$ cat config.mk
export PLATFORM = sky130hd
export DESIGN_NAME = serial_tx
export DESIGN_NICKNAME = d
export VERILOG_FILES = /design/src/rtl/serial_pkg.sv /design/src/rtl/serial_bit_timer.sv /design/src/rtl/serial_tx.sv
export SDC_FILE = /design/constraint.sdc
export NUM_CORES = 1
export LEC_CHECK = 0
export CORE_ASPECT_RATIO = 0.9
export CORE_MARGIN = 1
export CORE_UTILIZATION = 40
export DETAILED_ROUTE_END_ITERATION = 6
export DONT_BUFFER_PORTS = 1
export PLACE_DENSITY = 0.58
export REMOVE_ABC_BUFFERS = 1
export SLEW_MARGIN = 30
export SYNTH_ARGS = -nofsm -noshare
export SYNTH_HDL_FRONTEND = slang
export SYNTH_SLANG_ARGS = --single-unit
$ cat constraint.sdc
create_clock -name clk -period 1.8 [get_ports clk]
set_clock_uncertainty 0.2 [all_clocks]
set_input_delay 0.36 -clock clk [delete_from_list [all_inputs] [get_ports clk]]
set_output_delay 0.36 -clock clk [all_outputs]
set_load 0.02 [all_outputs]
$ cat src/rtl/serial_pkg.sv
// Shared definitions for the serial transmitter and receiver.
// Both ends import the same defaults so their bit periods agree.
package serial_pkg;

  typedef enum logic [1:0] {
    IDLE  = 2'd0,
    START = 2'd1,
    DATA  = 2'd2,
    STOP  = 2'd3
  } state_e;

  localparam int DEF_WIDTH       = 8;
  localparam int DEF_TIMER_WIDTH = 8;

endpackage

$ cat src/rtl/serial_bit_timer.sv
// Free-running bit-period counter; bit_end marks the last cycle of each period.
module serial_bit_timer
  import serial_pkg::*;
#(
  parameter int TimerWidth = DEF_TIMER_WIDTH
) (
  input  logic clk,
  input  logic rst,
  input  logic clear,
  output logic bit_end
);

  logic [TimerWidth-1:0] count;

  // Wraps naturally at 2^TimerWidth, so back-to-back bits need no explicit clear.
  always_ff @(posedge clk) begin
    if (rst || clear) begin
      count <= '0;
    end else begin
      count <= count + 1'b1;
    end
  end

  assign bit_end = &count;

endmodule

$ cat src/rtl/serial_tx.sv
// Asynchronous serial transmitter: start bit, LSB-first data, stop bit(s),
// with a one-entry holding register so frames can run back to back.
module serial_tx
  import serial_pkg::*;
#(
  parameter int Width      = DEF_WIDTH,
  parameter int TimerWidth = DEF_TIMER_WIDTH,
  parameter int StopBits   = 1
) (
  input  logic             clk,
  input  logic             rst,
  input  logic [Width-1:0] D,
  input  logic             send,
  output logic             ready,
  output logic             tx,
  output logic             busy,
  output logic             finish
);

  localparam int CntW = (Width > 1) ? $clog2(Width) : 1;

  state_e            state_q, state_d;
  logic [Width-1:0]  hold_q;
  logic              hold_full_q, hold_full_d;
  logic [Width-1:0]  shreg_q, shreg_d;
  logic [CntW-1:0]   bit_cnt_q, bit_cnt_d;
  logic              stop_cnt_q, stop_cnt_d;
  logic              tx_q, tx_d;
  logic              finish_q, finish_d;
  logic              bit_end;
  logic              accept;
  logic              load;

  serial_bit_timer #(
    .TimerWidth(TimerWidth)
  ) u_timer (
    .clk    (clk),
    .rst    (rst),
    .clear  (state_q == IDLE),
    .bit_end(bit_end)
  );

  assign accept = send && !hold_full_q;

  always_comb begin
    state_d    = state_q;
    shreg_d    = shreg_q;
    bit_cnt_d  = bit_cnt_q;
    stop_cnt_d = stop_cnt_q;
    finish_d   = 1'b0;
    load       = 1'b0;
    case (state_q)
      IDLE: begin
        load = hold_full_q;
      end
      START: begin
        if (bit_end) begin
          state_d   = DATA;
          bit_cnt_d = '0;
        end
      end
      DATA: begin
        if (bit_end) begin
          shreg_d = shreg_q >> 1;
          if (bit_cnt_q == CntW'(Width - 1)) begin
            state_d    = STOP;
            stop_cnt_d = 1'b0;
          end else begin
            bit_cnt_d = bit_cnt_q + 1'b1;
          end
        end
      end
      STOP: begin
        if (bit_end) begin
          if (stop_cnt_q == 1'(StopBits - 1)) begin
            finish_d = 1'b1;
            state_d  = IDLE;
            load     = hold_full_q;
          end else begin
            stop_cnt_d = 1'b1;
          end
        end
      end
      default: state_d = IDLE;
    endcase

    // A full holding register restarts the shifter without an idle cycle.
    if (load) begin
      state_d = START;
      shreg_d = hold_q;
    end

    hold_full_d = hold_full_q;
    if (load) begin
      hold_full_d = 1'b0;
    end else if (accept) begin
      hold_full_d = 1'b1;
    end

    case (state_d)
      START:   tx_d = 1'b0;
      DATA:    tx_d = shreg_d[0];
      default: tx_d = 1'b1;
    endcase
  end

  always_ff @(posedge clk) begin
    if (rst) begin
      state_q     <= IDLE;
      hold_full_q <= 1'b0;
      bit_cnt_q   <= '0;
      stop_cnt_q  <= 1'b0;
      tx_q        <= 1'b1;
      finish_q    <= 1'b0;
    end else begin
      state_q     <= state_d;
      hold_full_q <= hold_full_d;
      bit_cnt_q   <= bit_cnt_d;
      stop_cnt_q  <= stop_cnt_d;
      tx_q        <= tx_d;
      finish_q    <= finish_d;
    end
  end

  // Data registers carry no reset; the control flags decide when they are meaningful.
  always_ff @(posedge clk) begin
    if (accept) begin
      hold_q <= D;
    end
    shreg_q <= shreg_d;
  end

  assign ready  = !hold_full_q;
  assign busy   = (state_q != IDLE);
  assign tx     = tx_q;
  assign finish = finish_q;

endmodule

# Yosys cells after proc, flatten, opt, wreduce, memory -nomap -nowiden
# Index checks and enable logic that the tools add are counted.
[totals]
regBits = 33
inputBits = 11
output_inout_bits = 4
word_cells = 64
[classes]
addsub = 2
n_eq_ne = 11
n_mux = 24
bitwise_logic = 2
reduce_logical = 15
[ops]
columns = ["op", "n"]
rows = [
  ["$mux W8", 3],
  ["$mux W2", 6],
  ["$ne A2 B2 Y1 const B", 5],
  ["$reduce_bool A2 Y1", 5],
  ["$mux W3", 3],
  ["$add A8 B1 Y8 const B", 1],
  ["$reduce_and A4 Y1", 2],
  ["$reduce_and A8 Y1", 1],
  ["$mux W1", 7],
  ["$eq A2 B2 Y1 const B", 3],
  ["$pmux W1 S2", 3],
  ["$pmux W2 S3", 1],
  ["$pmux W3 S2", 1],
  ["$eq A2 B1 Y1 const B", 2],
  ["$add A3 B1 Y3 const B", 1],
  ["$eq A3 B3 Y1 const B", 1],
  ["$reduce_or A3 Y1", 1],
  ["$logic_not A2 Y1", 1],
  ["$not A1 Y1", 2],
  ["$reduce_and A2 Y1", 1],
  ["$reduce_or A2 Y1", 1],
  ["$logic_and A1 B1 Y1", 1],
  ["$logic_not A1 Y1", 1],
  ["$logic_or A1 B1 Y1", 1],
]

# Depth between registers and ports, before layout
# Gate-level depths: netlist of the first run.
[logic_depth]
depth_word = 7
ltp_mapped = 7

# Cells and area by module
# Synthesis of the first run repeated with hierarchy kept, for this count alone.
[unflattened]
hier_cells = 134
area_unflattened_um2 = 1408.9
[by_module_without_submodules]
columns = ["module", "n_inst", "cells_each", "area_per_inst_um2", "seq_area_each_um2"]
rows = [
  ["serial_tx", 1, 97, 1079.8, 630.6],
  ["serial_bit_timer", 1, 37, 329.1, 160.2],
]

# Worst setup path after synthesis of the first run
# Ideal clock, no wire load.
[synth_path]
path_type = "register to register"
from = "reg state_q[0]"
to = "reg tx_q, in the netlist tx"
setup_time_ns = 0.087
arrival_time_ns = 1.583
required_ns = 1.513
path_slack_ns = -0.070
path_stages_with_launch = 8
n_path_buf = 0
period_less_slack_ns = 1.870
cell_sequence = "dfxtp_1 -> inv_1 -> ha_1 -> and2b_1 -> o22ai_1 -> mux2_2 -> and3_1 -> o31ai_1"
[synth_between]
elab_chain_len = 6
elab_cells_between_ends = 17
classes_between = "eq/ne (5); mux (11); reduce/logical (1)"
[synth_lines]
columns = ["element", "line_no", "text"]
rows = [
  ["start: declaration", "serial_tx.sv:22", "state_e state_q, state_d;"],
  ["start signal: assignment", "serial_tx.sv:116", "state_q <= state_d;"],
  ["$mux W2, on equally long branches", "serial_tx.sv:75, serial_tx.sv:65", ""],
  ["$mux W2, on equally long branches", "serial_tx.sv:74, serial_tx.sv:63", ""],
  ["$pmux W2 S3", "serial_tx.sv:52", "case (state_q)"],
  ["$mux W2", "serial_tx.sv:88", "if (load) begin"],
  ["$eq A2 B2 Y1 or $eq A2 B1 Y1 (tied branches)", "serial_tx.sv:100", "case (state_d)"],
  ["$pmux W1 S2 (*)", "serial_tx.sv:100", ""],
  ["end signal: assignment", "serial_tx.sv:120", "tx_q <= tx_d;"],
  ["end: declaration", "serial_tx.sv:28", "logic tx_q, tx_d;"],
]
# Every way passes the cells marked *; elsewhere a longest branch is shown, timed or not. The select of a mux whose other input is x is not followed.
# A chain may end at the register's enable or synchronous reset.

# Worst setup path in the final report of the first run
# Ends and elaborated chain as after synthesis.

==> results of run 1 <==
flip-flops by register name (all words and copies together) (netlist names):
name / flops
tx: 1
state_q: 2
hold_q: 8
u_timer.count: 8
hold_full_q: 1
shreg_q: 8
bit_cnt_q: 3
finish: 1
synthesized netlist by cell type, drive strengths merged, types with 2 or more instances:
| cell type | number |
|---|---|
| a21oi | 2 |
| and3 | 7 |
| o21ai | 2 |
| dfxtp | 17 |
| nor3 | 5 |
| nand2b | 2 |
| mux2i | 8 |
| edfxtp | 15 |
| nand2 | 8 |
| nand3 | 4 |
| xor2 | 2 |
| a22oi | 2 |
| xnor2 | 4 |
| ha | 8 |
| nor2 | 14 |
| inv | 14 |
kinds of logic after synthesis:
kind of cell / Yosys count / synth area share (%)
muxes: 9 / 6.30
adders and majority gates: 8 / 6.91
and+or+nand+nor: 46 / 17.9
DFF: 32 / 54.6
buffers and inverters: 15 / 4.40
xor gates and xnor gates: 6 / 3.63
AOI/OAI and AO/OA: 12 / 6.30
final timing paths:
| kind | start | to | slack [ps] |
|---|---|---|---|
| max | state_q[0]$_SDFF_PP0_ | tx$_SDFF_PP1_ | 30 |
| min | send | hold_full_q$_SDFFE_PP0P_ | 30 |
| max reg2reg | state_q[0]$_SDFF_PP0_ | tx$_SDFF_PP1_ | 30 |
| min reg2reg | hold_full_q$_SDFFE_PP0P_ | hold_full_q$_SDFFE_PP0P_ | 310 |
power groups by stage:
stage / clock (mW) / sequential [mW] / combinational (mW)
2_1_floorplan: 0 / 0.843 / 0.0996
3_3_place_gp: 0 / 0.844 / 0.160
3_5_place_dp: 0 / 0.845 / 0.163
4_1_cts: 0.700 / 0.830 / 0.188
5_1_grt: 0.739 / 0.837 / 0.231
6_report: 0.687 / 0.834 / 0.216
through the flow:
step | cells | total power, mW | setup WS, ps
6_report | 217 | 1.74 | 27.1
3_5_place_dp | 197 | 1.01 | -48.3
3_3_place_gp | 197 | 1.00 | -21.7
5_1_grt | 217 | 1.81 | -44.6
2_1_floorplan | 127 | 0.943 | -312
4_1_cts | 215 | 1.72 | 8.42
per-layer routing:
layer | vias up | track usage [%]
li1 | 532 | -
met1 | 507 | 21.1
met2 | 15 | 24.2
met3 | 3 | 6.73
met4 | 0 | 4.66
met5 | - | 0
area by class of cell:
type	instances	area, um^2
clock inverters	3	42.5
multi-input cells	81	756
fillers	276	1330
repair buffers	38	319
inverters	14	55.1
well taps	44	55.1
clock buffers	5	68.8
flip-flops and latches	32	800
cells in the final DEF (no fill, tap or decap), types with 2 or more instances in the layout:
| master | n |
|---|---|
| a22oi_1 | 2 |
| and3_1 | 3 |
| and3_2 | 2 |
| and3_4 | 2 |
| buf_4 | 26 |
| buf_6 | 3 |
| clkbuf_8 | 5 |
| dfxtp_1 | 10 |
| dfxtp_2 | 7 |
| dlygate4sd3_1 | 9 |
| edfxtp_1 | 15 |
| ha_4 | 6 |
| inv_1 | 12 |
| mux2i_1 | 7 |
| nand2_1 | 8 |
| nand3_1 | 2 |
| nand3_4 | 2 |
| nor2_1 | 13 |
| nor3_1 | 3 |
| o21ai_0 | 2 |
| xnor2_1 | 4 |
| xor2_1 | 2 |
repair_timing:
item / CTS / global route
endpoints found under the hold margin: 13 / 0
setup endpoints to repair: 10 / 20
pin swaps: 2 / 9
resized for setup: 13 / 29
buffers inserted: 1 / 3
hold buffers: 9 / 0
==> flow_summary.json, run 1 <==
{
  "dp_hpwl_um": 1920,
  "fin_util_pct": 61.1,
  "ys.flop_type": "dfxtp_1",
  "seq_area_frac_synth_pct": 54.6,
  "finalCritPeriodShare_pct": 98.5,
  "p_clk_share_pct": 39.6,
  "drt_wl_total_um": 2900,
  "top_layer_used": "met4",
  "grt_usage_pct": 16.0,
  "seq_power_share_pct": 48.0,
  "clockBufferDepth": 2,
  "start_kind": "register",
  "ys.warnings.count": 0,
  "vdd_drop_max_mv": 0.577,
  "cts.reportedPaths.clkPinSlew_ps": 70,
  "rr_worst_depth": 7,
  "rsz0062_at_grt": "yes",
  "hold_ws_ps": 29.4,
  "path_buf_inv": 2,
  "max_freq_ghz": 0.564,
  "yosysTopAreaCell": "edfxtp_1",
  "port_buffers": 0,
  "firstDrtPassIters": 4,
  "drv_slew": 0,
  "ys_seq_elements": 32,
  "gp_congestion": 0.861,
  "power_density_mw_per_mm2": 829,
  "fp.dieArea_mm2": 0.00387,
  "p_int_mw": 1.33,
  "grt_max_degree": 12,
  "cts_root_buf": "clkbuf_8",
  "die_w_um": 65.4,
  "synth_area_leaders": "edfxtp_1 31%, dfxtp_1 23%, ha_1 6.9%",
  "die_y_um": 59.1,
  "placed_cell_area_mm2": 0.00169,
  "core_mm2": 0.00343,
  "wl_met2_um": 1380,
  "whs_path_depth": 2,
  "cp_top_family": "compound AO/OA/AOI/OAI gates",
  "critPathSlowestCell": "dfxtp_2",
  "clkLatencyLatePin_ps": 290,
  "synth_edf_count": 15,
  "wirelength_met1_um": 1370,
  "start_util_pct": 42.3,
  "status": "completed",
  "cp_max_fo": 4,
  "min_period_ps": 1770,
  "swShare_pct": 23.2,
  "synthDistinctLibCells": 35,
  "wl_met3_um": 125,
  "drtIter0Drc": 33,
  "routed_via_density": 4.87,
  "finalHoldViolations": 0,
  "cp.depth": 7,
  "async_flop_share_pct": 0,
  "vias": 1057,
  "grt_pass1_wl_um": 4480,
  "cp.arrival_ps": 1750,
  "globalRouteOverflowTotal": 0,
  "slew_headroom_pct": 81.6,
  "drive_above_1_share_pct": 42.2,
  "synthesis.area_mm2": 0.00145,
  "critical_path_class": "reg2reg",
  "cap_viol_max_count": 0,
  "critPathRequiredTime_ps": 1780,
  "slowest_delay_ps": 350,
  "p_leak_nw": 0.846,
  "grt_antenna_before_repair": 0,
  "grt_pass1_vias": 985,
  "cts_inserted_buffers": 5,
  "route.detailed.drc": 0,
  "rows": 20,
  "diodes": 0,
  "p_comb_share_pct": 12.4,
  "cts.htree.levels": 2,
  "antenna_left": 0,
  "hold_path.class": "in2reg",
  "setup_tns_ps": 0,
  "io_pins": 15,
  "cts_sinks": 32,
  "synth_top_cell_area_share_pct": 31.1,
  "switchingPower_mw": 0.404,
  "tritoncts": "yes",
  "syn_avg_cell_area_um2": 11.3,
  "area_growth_pct": 44.6,
  "routedWlPerCell_um": 13.4,
  "worstMarginPinSlew_ps": 276,
  "crit_chain": "inv_4 -> ha_4 -> buf_6 -> o41ai_2 -> mux2_4 -> and3_4 -> o31ai_2",
  "syn_inst": 128,
  "fin_area_mm2": 0.00210,
  "cp-end-kind": "register",
  "setup_viol": 0,
  "nets": 191
}
(Power assumes the default switching activity.)
==> inputs of run 2 (changes only) <==
- CORE_UTILIZATION: 40 -> 23
- PLACE_DENSITY: 0.58 -> 0.39
==> run 2 against run 1 <==
Effect of this change: the run now ends with negative setup slack left; global-route usage decreased by 5.7 points; flip-flop and latch count unchanged; clock power about the same; cell count increased by 19%; highest routed layer unchanged; register-to-register slack got worse by 40 ps; largest cell class unchanged; hold slack improved by 2.4 ps; critical path depth decreased by 1.
==> flow_summary.json, run 2 (synthesized netlist as in run 1, its figures left out) <==
{
  "crit_chain": "inv_2 -> buf_4 -> ha_1 -> nor3_4 -> buf_6 -> mux2i_2",
  "p_leak_nw": 0.838,
  "die_y_um": 77.3,
  "multi_input_area_um2": 726,
  "clockBufferDepth": 2,
  "tritoncts": "yes",
  "drive_above_1_share_pct": 41.3,
  "rows": 27,
  "max_freq_ghz": 0.551,
  "cts_root_buf": "clkbuf_8",
  "routed_via_density": 4.02,
  "finalCritPeriodShare_pct": 101,
  "cts_inserted_buffers": 5,
  "reg_top3": "hold_q: 8 flops, shreg_q: 8 flops, u_timer.count: 8 flops",
  "placed_cell_area_mm2": 0.00174,
  "grt_usage_pct": 10.3,
  "grt_max_degree": 11,
  "fin_area_mm2": 0.00211,
  "power_density_mw_per_mm2": 819,
  "finalPower_mw": 1.72,
  "grt_pass1_wl_um": 5110,
  "routedWlPerCell_um": 11.9,
  "port_buffers": 0,
  "final.fill_count": 616,
  "critPathRequiredTime_ps": 1720,
  "violations": "negative setup slack",
  "setup_tns_ps": -14.9,
  "area_growth_pct": 45.4,
  "drv_slew": 0,
  "hold_path.class": "in2reg",
  "nets": 190,
  "antenna_left": 0,
  "io_pins": 15,
  "slowest_delay_ps": 350,
  "finalHoldViolations": 0,
  "cap_viol_max_count": 0,
  "final_cell_mix": "25 x buf_4, 15 x edfxtp_1, 13 x nor2_1",
  "cts_sinks": 32,
  "worstMarginPinSlew_ps": 305,
  "cp-end-kind": "register",
  "status": "complete, but fails checks",
  "regArea_um2": 801,
  "critPathSlowestCell": "dfxtp_2",
  "dp_hpwl_um": 2060,
  "cp.arrival_ps": 1740,
  "slew_headroom_pct": 79.7,
  "cp_top_family": "buffers and inverters",
  "globalRouteOverflowTotal": 0,
  "start_kind": "register",
  "diodes": 0,
  "grt_pass1_vias": 1093,
  "vdd_drop_max_mv": 0.451,
  "dp_slack_ps": -63.7,
  "cts.reportedPaths.clkPinSlew_ps": 70,
  "final_common_cell": "buf_4",
  "drt_wl_total_um": 3090,
  "core_mm2": 0.00611,
  "drtIter0Drc": 24,
  "hold_ws_ps": 31.8,
  "fp.dieArea_mm2": 0.00662,
  "vias": 1041,
  "grt_antenna_before_repair": 0,
  "cp_max_fo": 5,
  "die_w_um": 85.7,
  "route.detailed.drc": 0,
  "min_period_ps": 1810,
  "gp_congestion": 0.827,
  "rsz0062_at_grt": "yes",
  "critical_path_class": "reg2reg",
  "rrSetupSlack_ps": -10,
  "clkLatencyLatePin_ps": 280,
  "setup_viol": 1,
  "firstDrtPassIters": 4,
  "setup_ws_ps": -14.9,
  "path_buf_inv": 3,
  "cts.htree.levels": 2,
  "start_util_pct": 23.7
}
[run 2: area by class of cell]
| cell class | count | area share (%) |
|---|---|---|
| Tap cell | 87 | 5.17 |
| Multi-Input combinational cell | 81 | 34.4 |
| Timing Repair Buffer | 37 | 14.8 |
| Sequential cell | 32 | 38.0 |
| Clock buffer | 6 | 3.44 |
| Clock inverter | 2 | 1.66 |
| Inverter | 14 | 2.49 |
[run 2: stage by stage]
stage | cells | utilization [%]
global route | 259 | 34.5
detailed placement | 238 | 28.4
CTS | 257 | 33.5
floorplan | 127 | -
finish | 259 | 34.5
global placement | 238 | 28.4
[run 2: final timing paths]
check / startpoint / end / cells past startpoint
worst max-delay path: state_q[1]$_SDFF_PP0_ / shreg_q[6]$_DFFE_PP_ / 6
worst min-delay path: send / hold_full_q$_SDFFE_PP0P_ / 2
worst max register to register: state_q[1]$_SDFF_PP0_ / shreg_q[6]$_DFFE_PP_ / 6
worst min register to register: hold_q[0]$_DFFE_PP_ / shreg_q[0]$_DFF_P_ / 2
[run 2: routing by layer]
metal,track usage (%),part of all wire [%],vias up
li1,-,-,530
met1,12.6,46,485
met2,15.8,47,19
met3,3.66,4.9,7
met4,5.50,2.1,0
met5,0,0,-
[run 2: power by group]
part / internal, mW / switching [mW] / total (mW)
clock network: 0.411 / 0.276 / 0.687
logic: 0.104 / 0.103 / 0.207
registers: 0.813 / 0.0178 / 0.831
[run 2: what timing repair did]
item                                    4_1_cts  5_1_grt
cloned                                        0        1
hold endpoints to repair                     13        0
endpoints found under the setup margin       15       15
hold buffers                                  9        0
gates resized for setup                      24       16
buffers inserted                              2        2
pin swaps                                     3        7
